## src/rtl/vram_rect_fill_pkg.sv

```systemverilog
// Shared display definitions: screen geometry, VRAM field widths and the fill FSM encoding.
// The VGA scan-out path imports the same geometry so both agree on the row pitch.
package vram_rect_fill_pkg;

    localparam int DISP_SCREEN_W = 512;
    localparam int DISP_SCREEN_H = 480;

    localparam int CMD_X_W   = 10;
    localparam int CMD_Y_W   = 9;
    localparam int BOUND_W   = 11;
    localparam int ADDR_W    = 18;
    localparam int COLOR_W   = 12;

    typedef enum logic [1:0] {
        IDLE = 2'd0,
        FILL = 2'd1,
        DONE = 2'd2
    } fillState_t;

endpackage

```

## src/rtl/rect_scan_counter.sv

```systemverilog
// Row-major column/row stepper over a rectangle [colStart, colEnd) x [rowStart, rowEnd).
// o_col/o_row present the position the registers will hold after this edge, so a caller can register its address in the same cycle.
module rect_scan_counter #(
    parameter int COL_W = 10,
    parameter int ROW_W = 9,
    parameter int BND_W = 11
) (
    input  logic             clk,
    input  logic             rst,
    input  logic             i_load,
    input  logic             i_step,
    input  logic [COL_W-1:0] i_colStart,
    input  logic [ROW_W-1:0] i_rowStart,
    input  logic [BND_W-1:0] i_colEnd,
    input  logic [BND_W-1:0] i_rowEnd,
    output logic [COL_W-1:0] o_col,
    output logic [ROW_W-1:0] o_row,
    output logic             o_last
);

    logic [COL_W-1:0] r_col;
    logic [ROW_W-1:0] r_row;
    logic [COL_W-1:0] r_colStart;
    logic [BND_W-1:0] r_colEnd;
    logic [BND_W-1:0] r_rowEnd;

    logic             w_colWrap;
    logic             w_rowWrap;
    logic [COL_W-1:0] w_colNext;
    logic [ROW_W-1:0] w_rowNext;

    always_comb begin
        w_colWrap = (BND_W'(r_col) + BND_W'(1)) == r_colEnd;
        w_rowWrap = (BND_W'(r_row) + BND_W'(1)) == r_rowEnd;
        o_last    = w_colWrap && w_rowWrap;
    end

    always_comb begin
        w_colNext = r_col;
        w_rowNext = r_row;
        if (i_load) begin
            w_colNext = i_colStart;
            w_rowNext = i_rowStart;
        end else if (i_step) begin
            if (w_colWrap) begin
                w_colNext = r_colStart;
                w_rowNext = r_row + ROW_W'(1);
            end else begin
                w_colNext = r_col + COL_W'(1);
            end
        end
        o_col = w_colNext;
        o_row = w_rowNext;
    end

    always_ff @(posedge clk) begin
        if (rst) begin
            r_col      <= '0;
            r_row      <= '0;
            r_colStart <= '0;
            r_colEnd   <= '0;
            r_rowEnd   <= '0;
        end else begin
            r_col <= w_colNext;
            r_row <= w_rowNext;
            if (i_load) begin
                r_colStart <= i_colStart;
                r_colEnd   <= i_colEnd;
                r_rowEnd   <= i_rowEnd;
            end
        end
    end

endmodule

```

## src/rtl/vram_rect_fill.sv

```systemverilog
// Solid rectangle fill into VRAM: one clipped pixel written per cycle in row-major order.
// The first write is issued straight from the command fields so it appears the cycle after accept.
module vram_rect_fill
    import vram_rect_fill_pkg::*;
#(
    parameter int SCREEN_W = DISP_SCREEN_W,
    parameter int SCREEN_H = DISP_SCREEN_H
) (
    input  logic               clk,
    input  logic               rst,
    input  logic               cmd_valid,
    output logic               cmd_ready,
    input  logic [CMD_X_W-1:0] cmd_x,
    input  logic [CMD_Y_W-1:0] cmd_y,
    input  logic [CMD_X_W-1:0] cmd_w,
    input  logic [CMD_Y_W-1:0] cmd_h,
    input  logic [COLOR_W-1:0] cmd_color,
    output logic               vram_we,
    output logic [ADDR_W-1:0]  vram_waddr,
    output logic [COLOR_W-1:0] vram_wdata,
    output logic               busy,
    output logic               done
);

    localparam bit W_IS_POW2 = (SCREEN_W & (SCREEN_W - 1)) == 0;
    localparam int W_SHIFT   = $clog2(SCREEN_W);

    fillState_t          r_state;
    fillState_t          w_nextState;

    logic [BOUND_W-1:0]  w_xSum;
    logic [BOUND_W-1:0]  w_ySum;
    logic [BOUND_W-1:0]  w_xEnd;
    logic [BOUND_W-1:0]  w_yEnd;
    logic                w_empty;
    logic                w_accept;
    logic                w_step;
    logic                w_last;
    logic                w_weNext;
    logic [CMD_X_W-1:0]  w_col;
    logic [CMD_Y_W-1:0]  w_row;
    logic [ADDR_W-1:0]   w_rowBase;
    logic [ADDR_W-1:0]   w_addrNext;

    // Sums are one bit wider than the fields so an oversized rectangle clips instead of wrapping.
    always_comb begin
        w_xSum  = BOUND_W'(cmd_x) + BOUND_W'(cmd_w);
        w_ySum  = BOUND_W'(cmd_y) + BOUND_W'(cmd_h);
        w_xEnd  = (w_xSum > BOUND_W'(SCREEN_W)) ? BOUND_W'(SCREEN_W) : w_xSum;
        w_yEnd  = (w_ySum > BOUND_W'(SCREEN_H)) ? BOUND_W'(SCREEN_H) : w_ySum;
        w_empty = (cmd_w == '0) || (cmd_h == '0) ||
                  (BOUND_W'(cmd_x) >= BOUND_W'(SCREEN_W)) ||
                  (BOUND_W'(cmd_y) >= BOUND_W'(SCREEN_H));
    end

    rect_scan_counter #(
        .COL_W (CMD_X_W),
        .ROW_W (CMD_Y_W),
        .BND_W (BOUND_W)
    ) u_scan (
        .clk        (clk),
        .rst        (rst),
        .i_load     (w_accept),
        .i_step     (w_step),
        .i_colStart (cmd_x),
        .i_rowStart (cmd_y),
        .i_colEnd   (w_xEnd),
        .i_rowEnd   (w_yEnd),
        .o_col      (w_col),
        .o_row      (w_row),
        .o_last     (w_last)
    );

    generate
        if (W_IS_POW2) begin : g_rowShift
            assign w_rowBase = ADDR_W'(w_row) << W_SHIFT;
        end else begin : g_rowMul
            assign w_rowBase = ADDR_W'(w_row) * ADDR_W'(SCREEN_W);
        end
    endgenerate

    assign w_addrNext = w_rowBase + ADDR_W'(w_col);

    always_ff @(posedge clk) begin
        if (rst) begin
            r_state <= IDLE;
        end else begin
            r_state <= w_nextState;
        end
    end

    always_comb begin
        w_nextState = r_state;
        case (r_state)
            IDLE:    if (cmd_valid) w_nextState = w_empty ? DONE : FILL;
            FILL:    if (w_last)    w_nextState = DONE;
            DONE:    w_nextState = IDLE;
            default: w_nextState = IDLE;
        endcase
    end

    always_comb begin
        cmd_ready = (r_state == IDLE);
        busy      = (r_state != IDLE);
        done      = (r_state == DONE);
        w_accept  = cmd_ready && cmd_valid;
        w_step    = (r_state == FILL) && !w_last;
        w_weNext  = (w_accept && !w_empty) || w_step;
    end

    always_ff @(posedge clk) begin
        if (rst) begin
            vram_we    <= 1'b0;
            vram_waddr <= '0;
            vram_wdata <= '0;
        end else begin
            vram_we <= w_weNext;
            if (w_weNext) begin
                vram_waddr <= w_addrNext;
            end
            if (w_accept) begin
                vram_wdata <= cmd_color;
            end
        end
    end

endmodule
```

## config.mk

```make
export PLATFORM = sky130hd
export DESIGN_NAME = vram_rect_fill
export DESIGN_NICKNAME = d
export VERILOG_FILES = /design/src/rtl/vram_rect_fill_pkg.sv /design/src/rtl/rect_scan_counter.sv /design/src/rtl/vram_rect_fill.sv
export SDC_FILE = /design/constraint.sdc
export NUM_CORES = 1
export LEC_CHECK = 0
export CAP_MARGIN = 10
export CORE_ASPECT_RATIO = 0.75
export CORE_MARGIN = 2
export CORE_UTILIZATION = 40
export CTS_CLUSTER_DIAMETER = 200
export DETAILED_ROUTE_END_ITERATION = 8
export GPL_ROUTABILITY_DRIVEN = 0
export HOLD_SLACK_MARGIN = 0.06
export PLACE_DENSITY = 0.63
export REMOVE_ABC_BUFFERS = 1
export SLEW_MARGIN = 5
export SYNTH_ARGS = -nofsm -noshare
export SYNTH_HDL_FRONTEND = slang
export SYNTH_SLANG_ARGS = --single-unit
```

## constraint.sdc

```tcl
create_clock -name clk -period 4.2 [get_ports clk]
set_input_delay 1.05 -clock clk [delete_from_list [all_inputs] [get_ports clk]]
set_output_delay 1.05 -clock clk [all_outputs]
set_load 0.05 [all_outputs]
```

==> out/qor_table.md <==
| Group | Result | Reported |
|:---|:---|:---|
| critical path | Worst-case register-to-register setup slack | 0.39 ns |
| routing | Per-cell via count in the routed design | 5.37 |
| placed design | Quantity of I/O buffers inserted on ports | 86 |
| routing | Initial drt markers | 286 |
| routing | Total vias in the final route | 4645 |
| logic synthesis | Largest family of logic cells by synthesized area | simple AND/OR/NAND/NOR gates |
| routing | Per-cell routed wire length | 15.2 um |
| timing | Slew Limit Fails | 0 |
| cells and area | Area growth, synth to finish | 27.2% |
| logic synthesis | Sequential share of the synthesized area | 33.5% |
| logic synthesis | Number of synthesized register bits | 83 |
| cells and area | Post-Layout Cell Count | 865 |
| timing | Final hold slack | 0.451 ns |
| timing | Setup TNS after final layout | 0 ns |
| logic synthesis | Post-Synth Simple-Gate Area | 24.1% |
| critical path | Crit path cell chain | clkdlybuf4s50_1, ha_1, a21o_1, a21oi_1, o21ai_0, a2111oi_0, nor3_1, xor2_1, o41a_1, nor2_1, a22oi_1, nor2_1 |
| pwr | Clk pwr share | 35.1% |
| pwr | Cell internal power dissipation | 0.00170 W |
| outcome | Status | complete, no violations |
| timing | Time the worst path needs with I/O delays and setup | 3.91 ns |
| critical path | Worst Path Class, Setup | in -> reg |
| pwr | Sequential power share | 36.9% |
| critical path | Worst flop-to-flop path endpoint | vram_waddr[17] |
| cells and area | Number of antenna repair diodes | 0 |
| critical path | Crit path arrival time | 4.17 ns |
| clock tree | Clk_lat worst skew | 0.33 ns |
| grt | Initial antenna violation count | 0 |
| worst hold path | Worst min path class | reg -> reg |
| timing | Clk_skew | 0.00475 ns |
| timing | Final-report setup violation count | 0 |
| timing | Maximum operating frequency | 256 MHz |
| critical path | Cell count of the worst reg-to-reg path | 15 |
| timing | Number of hold-slack violations in the final timing report | 0 |
| routing | Overall routed net length | 13200 um |
| placed design | Sum of net half-perimeters after detailed placement | 10100 um |
| clock tree | Total clock buffers created by CTS | 9 |
| floorplan | Full die area | 13300 um2 |
| pwr | Switch share | 32.0% |
| timing | Worst slew margin relative to its limit | 24.9% |
| clock tree | CTS tree | done |
| critical path | Critical path destination | u_scan.r_colEnd[4] |
| logic synthesis | Main synth FF type | sky130_fd_sc_hd__dfxtp_1 |
| logic synthesis | Total standard cell area after synthesis | 4960 um2 |
| critical path | Kind of capture point of the worst setup path | flip-flop |
| timing | Unrepaired setup endpoints after global routing | false |
| cells and area | Fillcell total | 1207 |
| floorplan | Core Box Area | 12200 um2 |
| timing | Transition at the pin with the smallest max-transition slack | 1.13 ns |
| logic synthesis | Synthesized instance count | 617 |
| pwr | Net switching component of the power | 0.000799 W |
| clock tree | Post-CTS Resized | 0 |
| routing | Residual antenna-violating net count after detailed routing | 0 |
| logic synthesis | Share of the synthesized area in compound gates (AO/OA/AOI/OAI) | 22.9% |
| clock tree | Clock input transition at the sequential cells of the worst setup and hold paths | 0.06 ns |
| routing | DR pass1 iterations | 4 |
| routing | Number of remaining DRC errors | 0 |
| timing | Fraction of the cycle the final worst path needs | 93.1% |
| logic synthesis | Share of flip-flops with an asynchronous set or reset after synthesis | 0% |
| pwr | Peak supply drop | 0.240 mV |
| clock tree | CTS H-tree lvls | 3 |
| logic synthesis | Area share of the largest cell type after synthesis | 33.5% |
| floorplan | Starting Density | 40.8% |
| logic synthesis | Dominant cell type by area after synthesis | sky130_fd_sc_hd__dfxtp_1 |
| critical path | Cell mode on critical path | sky130_fd_sc_hd__nor2_1 |
| critical path | Maximum cell stage delay along the critical path | 0.68 ns |
| floorplan | Height of the die | 100 um |
| cells and area | Area used by sequential logic in the layout | 1660 um2 |
| clock tree | Sinks on the clock net | 83 |
| grt | Total overflow reported by the global router | 0 |
| pwr | Static leakage | 2.49 nW |
| clock tree | Post-CTS Setup Repair Bufs | 0 |
| clock tree | Clock Tree Root | sky130_fd_sc_hd__clkbuf_16 |
| critical path | Worst Setup Start Kind | primary input |
| clock tree | Total of hold buffers inserted after clock tree synthesis | 0 |
| critical path | Slowest cell on the critical path | sky130_fd_sc_hd__a2111oi_0 |
| cells and area | Fraction of final layout cells sized beyond drive strength 1 | 6.44% |
| critical path | Required arrival time at the worst endpoint | 4.46 ns |
| floorplan | Top Ports | 87 |
| grt | Wire length of the first global-routing pass | 21500 um |
| grt | Global-route usage over all layers | 19.9% |
| floorplan | Num rows | 35 |
| grt | Pin count of the biggest net entering global routing | 66 |
| floorplan | Die span in x | 133 um |
| logic synthesis | Share of cell area taken by muxes after synthesis | 1.41% |
| run | Max-capacitance violation count | 0 |
| pwr | Gate power share | 28.0% |
| logic synthesis | Commonest cells post-synth | 83 x sky130_fd_sc_hd__dfxtp_1, 76 x sky130_fd_sc_hd__nand2_1, 66 x sky130_fd_sc_hd__nor2_1, 55 x sky130_fd_sc_hd__a21oi_1, 29 x sky130_fd_sc_hd__o21ai_0 |
| logic synthesis | Share of synthesized cell area in full adder, half adder and majority cells | 6.61% |
| cells and area | Net total in the final layout | 772 |
| grt | Vias in the first global route | 4215 |
| logic synthesis | Syn Area/Cell | 8.04 um2 |
| critical path | Maximum fanout along the worst path | 3 |
| logic synthesis | Post-synthesis cell type count | 70 |
| critical path | Startpoint of the worst register-to-register path | u_scan.r_row[0] |
| critical path | Start point of the critical path | cmd_x[1] |
| logic synthesis | Largest cells by area after synthesis | sky130_fd_sc_hd__dfxtp_1 33%, sky130_fd_sc_hd__ha_1 5.8%, sky130_fd_sc_hd__nand2_1 5.8% |
| logic synthesis | Most common cell in the synthesized netlist | sky130_fd_sc_hd__dfxtp_1 |
| worst hold path | Worst hold start | vram_wdata[8] |
| placed design | Count of placed standard cells including taps | 849 |
| clock tree | CTS Buffer Depth | 2 |
| cells and area | Area taken by multi-input logic gates | 3080 um2 |
| logic synthesis | Xor-xnor portion of the synthesized cell area | 7.06% |
| logic synthesis | Number of enable-type register cells in the synthesized netlist | 0 |
| logic synthesis | Ys Warns | 0 |
| pwr | Cell Pwr Density | 396 nW/um2 |
==> placed cells by master (no fill, tap or decap), drive strengths merged, types with 4 or more instances in the layout <==
master and n:
nand4 5, nor2b 8, buf 13, nor4 11
xnor2 25, ha 23, nand3b 4, dfxtp 83
xor2 15, inv 22, o21ai 32, o31ai 5
nor3 12, a21boi 5, and3 6, clkdlybuf4s50 85
a22o 5, nand3 18, a21oi 55, a211o 4
mux2i 7, nand2 76, a21o 6, a22oi 7
a211oi 20, and2 7, nor2 66, nand2b 11
o31a 4, clkbuf 11
==> cell type report <==
type	instances	area share (%)
Inverter	21	1.25
Timing Repair Buffer	98	15.0
Sequential cell	83	26.3
Clock inverter	5	1.33
Clock buffer	11	4.00
Multi-Input combinational cell	481	48.8
Tap cell	166	3.29
==> metrics by stage <==
stage | power (W) | setup WS [ns] | area (um2) | utilization [%]
finish | 0.00250 | 0.289 | 6310 | 51.8
global route | 0.00262 | 0.0126 | 6310 | 51.8
CTS | 0.00252 | 0.331 | 6310 | 51.8
detailed placement | 0.00164 | 0.000330 | 5970 | 49.1
global placement | 0.00162 | 0.172 | 5970 | 49.1
floorplan | 0.00139 | 0.513 | 4820 | -
==> layer usage <==
layer  part of all wire, %  up-vias  global-route usage [%]
met1                    54     2139                    30.4
met5                     0        -                       0
met2                    40      138                    29.5
met3                   5.4        9                    2.93
li1                      -     2359                       -
met4                  0.62        0                    4.47
==> cells by family (layout without fill, tap and decap cells) <==
family                   Yosys count  after routing
AND/OR/NAND/NOR                  242            242
AO/OA/AOI/OAI                    167            167
flip-flops                        83             83
buffers and inverters             53            135
XOR/XNOR                          40             40
adder cells (fa/ha/maj)           25             25
multiplexers                       7              7
==> power groups by stage <==
| stage | Combinational, W | Sequential (W) | Clock (W) |
|---|---|---|---|
| 2_1_floorplan | 0.000362 | 0.00103 | 0 |
| 3_3_place_gp | 0.000688 | 0.000936 | 0 |
| 3_5_place_dp | 0.000698 | 0.000938 | 0 |
| 4_1_cts | 0.000701 | 0.000921 | 0.000894 |
| 5_1_grt | 0.000764 | 0.000931 | 0.000929 |
| 6_report | 0.000700 | 0.000922 | 0.000876 |
==> registers in the layout, indices dropped and copies added, names as in the netlist <==
register           flops
vram_we                1
vram_waddr            18
vram_wdata            12
u_scan.r_colEnd       11
u_scan.r_colStart     10
u_scan.r_col          10
r_state                2
u_scan.r_row           9
u_scan.r_rowEnd       10
==> how the worst min path moves through the flow <==
stage,end,slack [ns],cells after the start
after floorplan,u_scan.r_colStart[2],0.43,2
after global placement,vram_wdata[7],0.44,2
after detailed placement,vram_wdata[8],0.45,2
after CTS,vram_wdata[8],0.45,2
after global routing,vram_wdata[7],0.47,2
final,vram_wdata[8],0.45,2
==> critical path, delay by kind of cell <==
family	cells	cell delay [ns]
adder cells (fa/ha/maj)	1	0.30
AND/OR/NAND/NOR	3	0.45
XOR/XNOR	1	0.19
AO/OA/AOI/OAI	6	1.75
buffers and inverters	1	0.45
(Power assumes the default switching activity.)
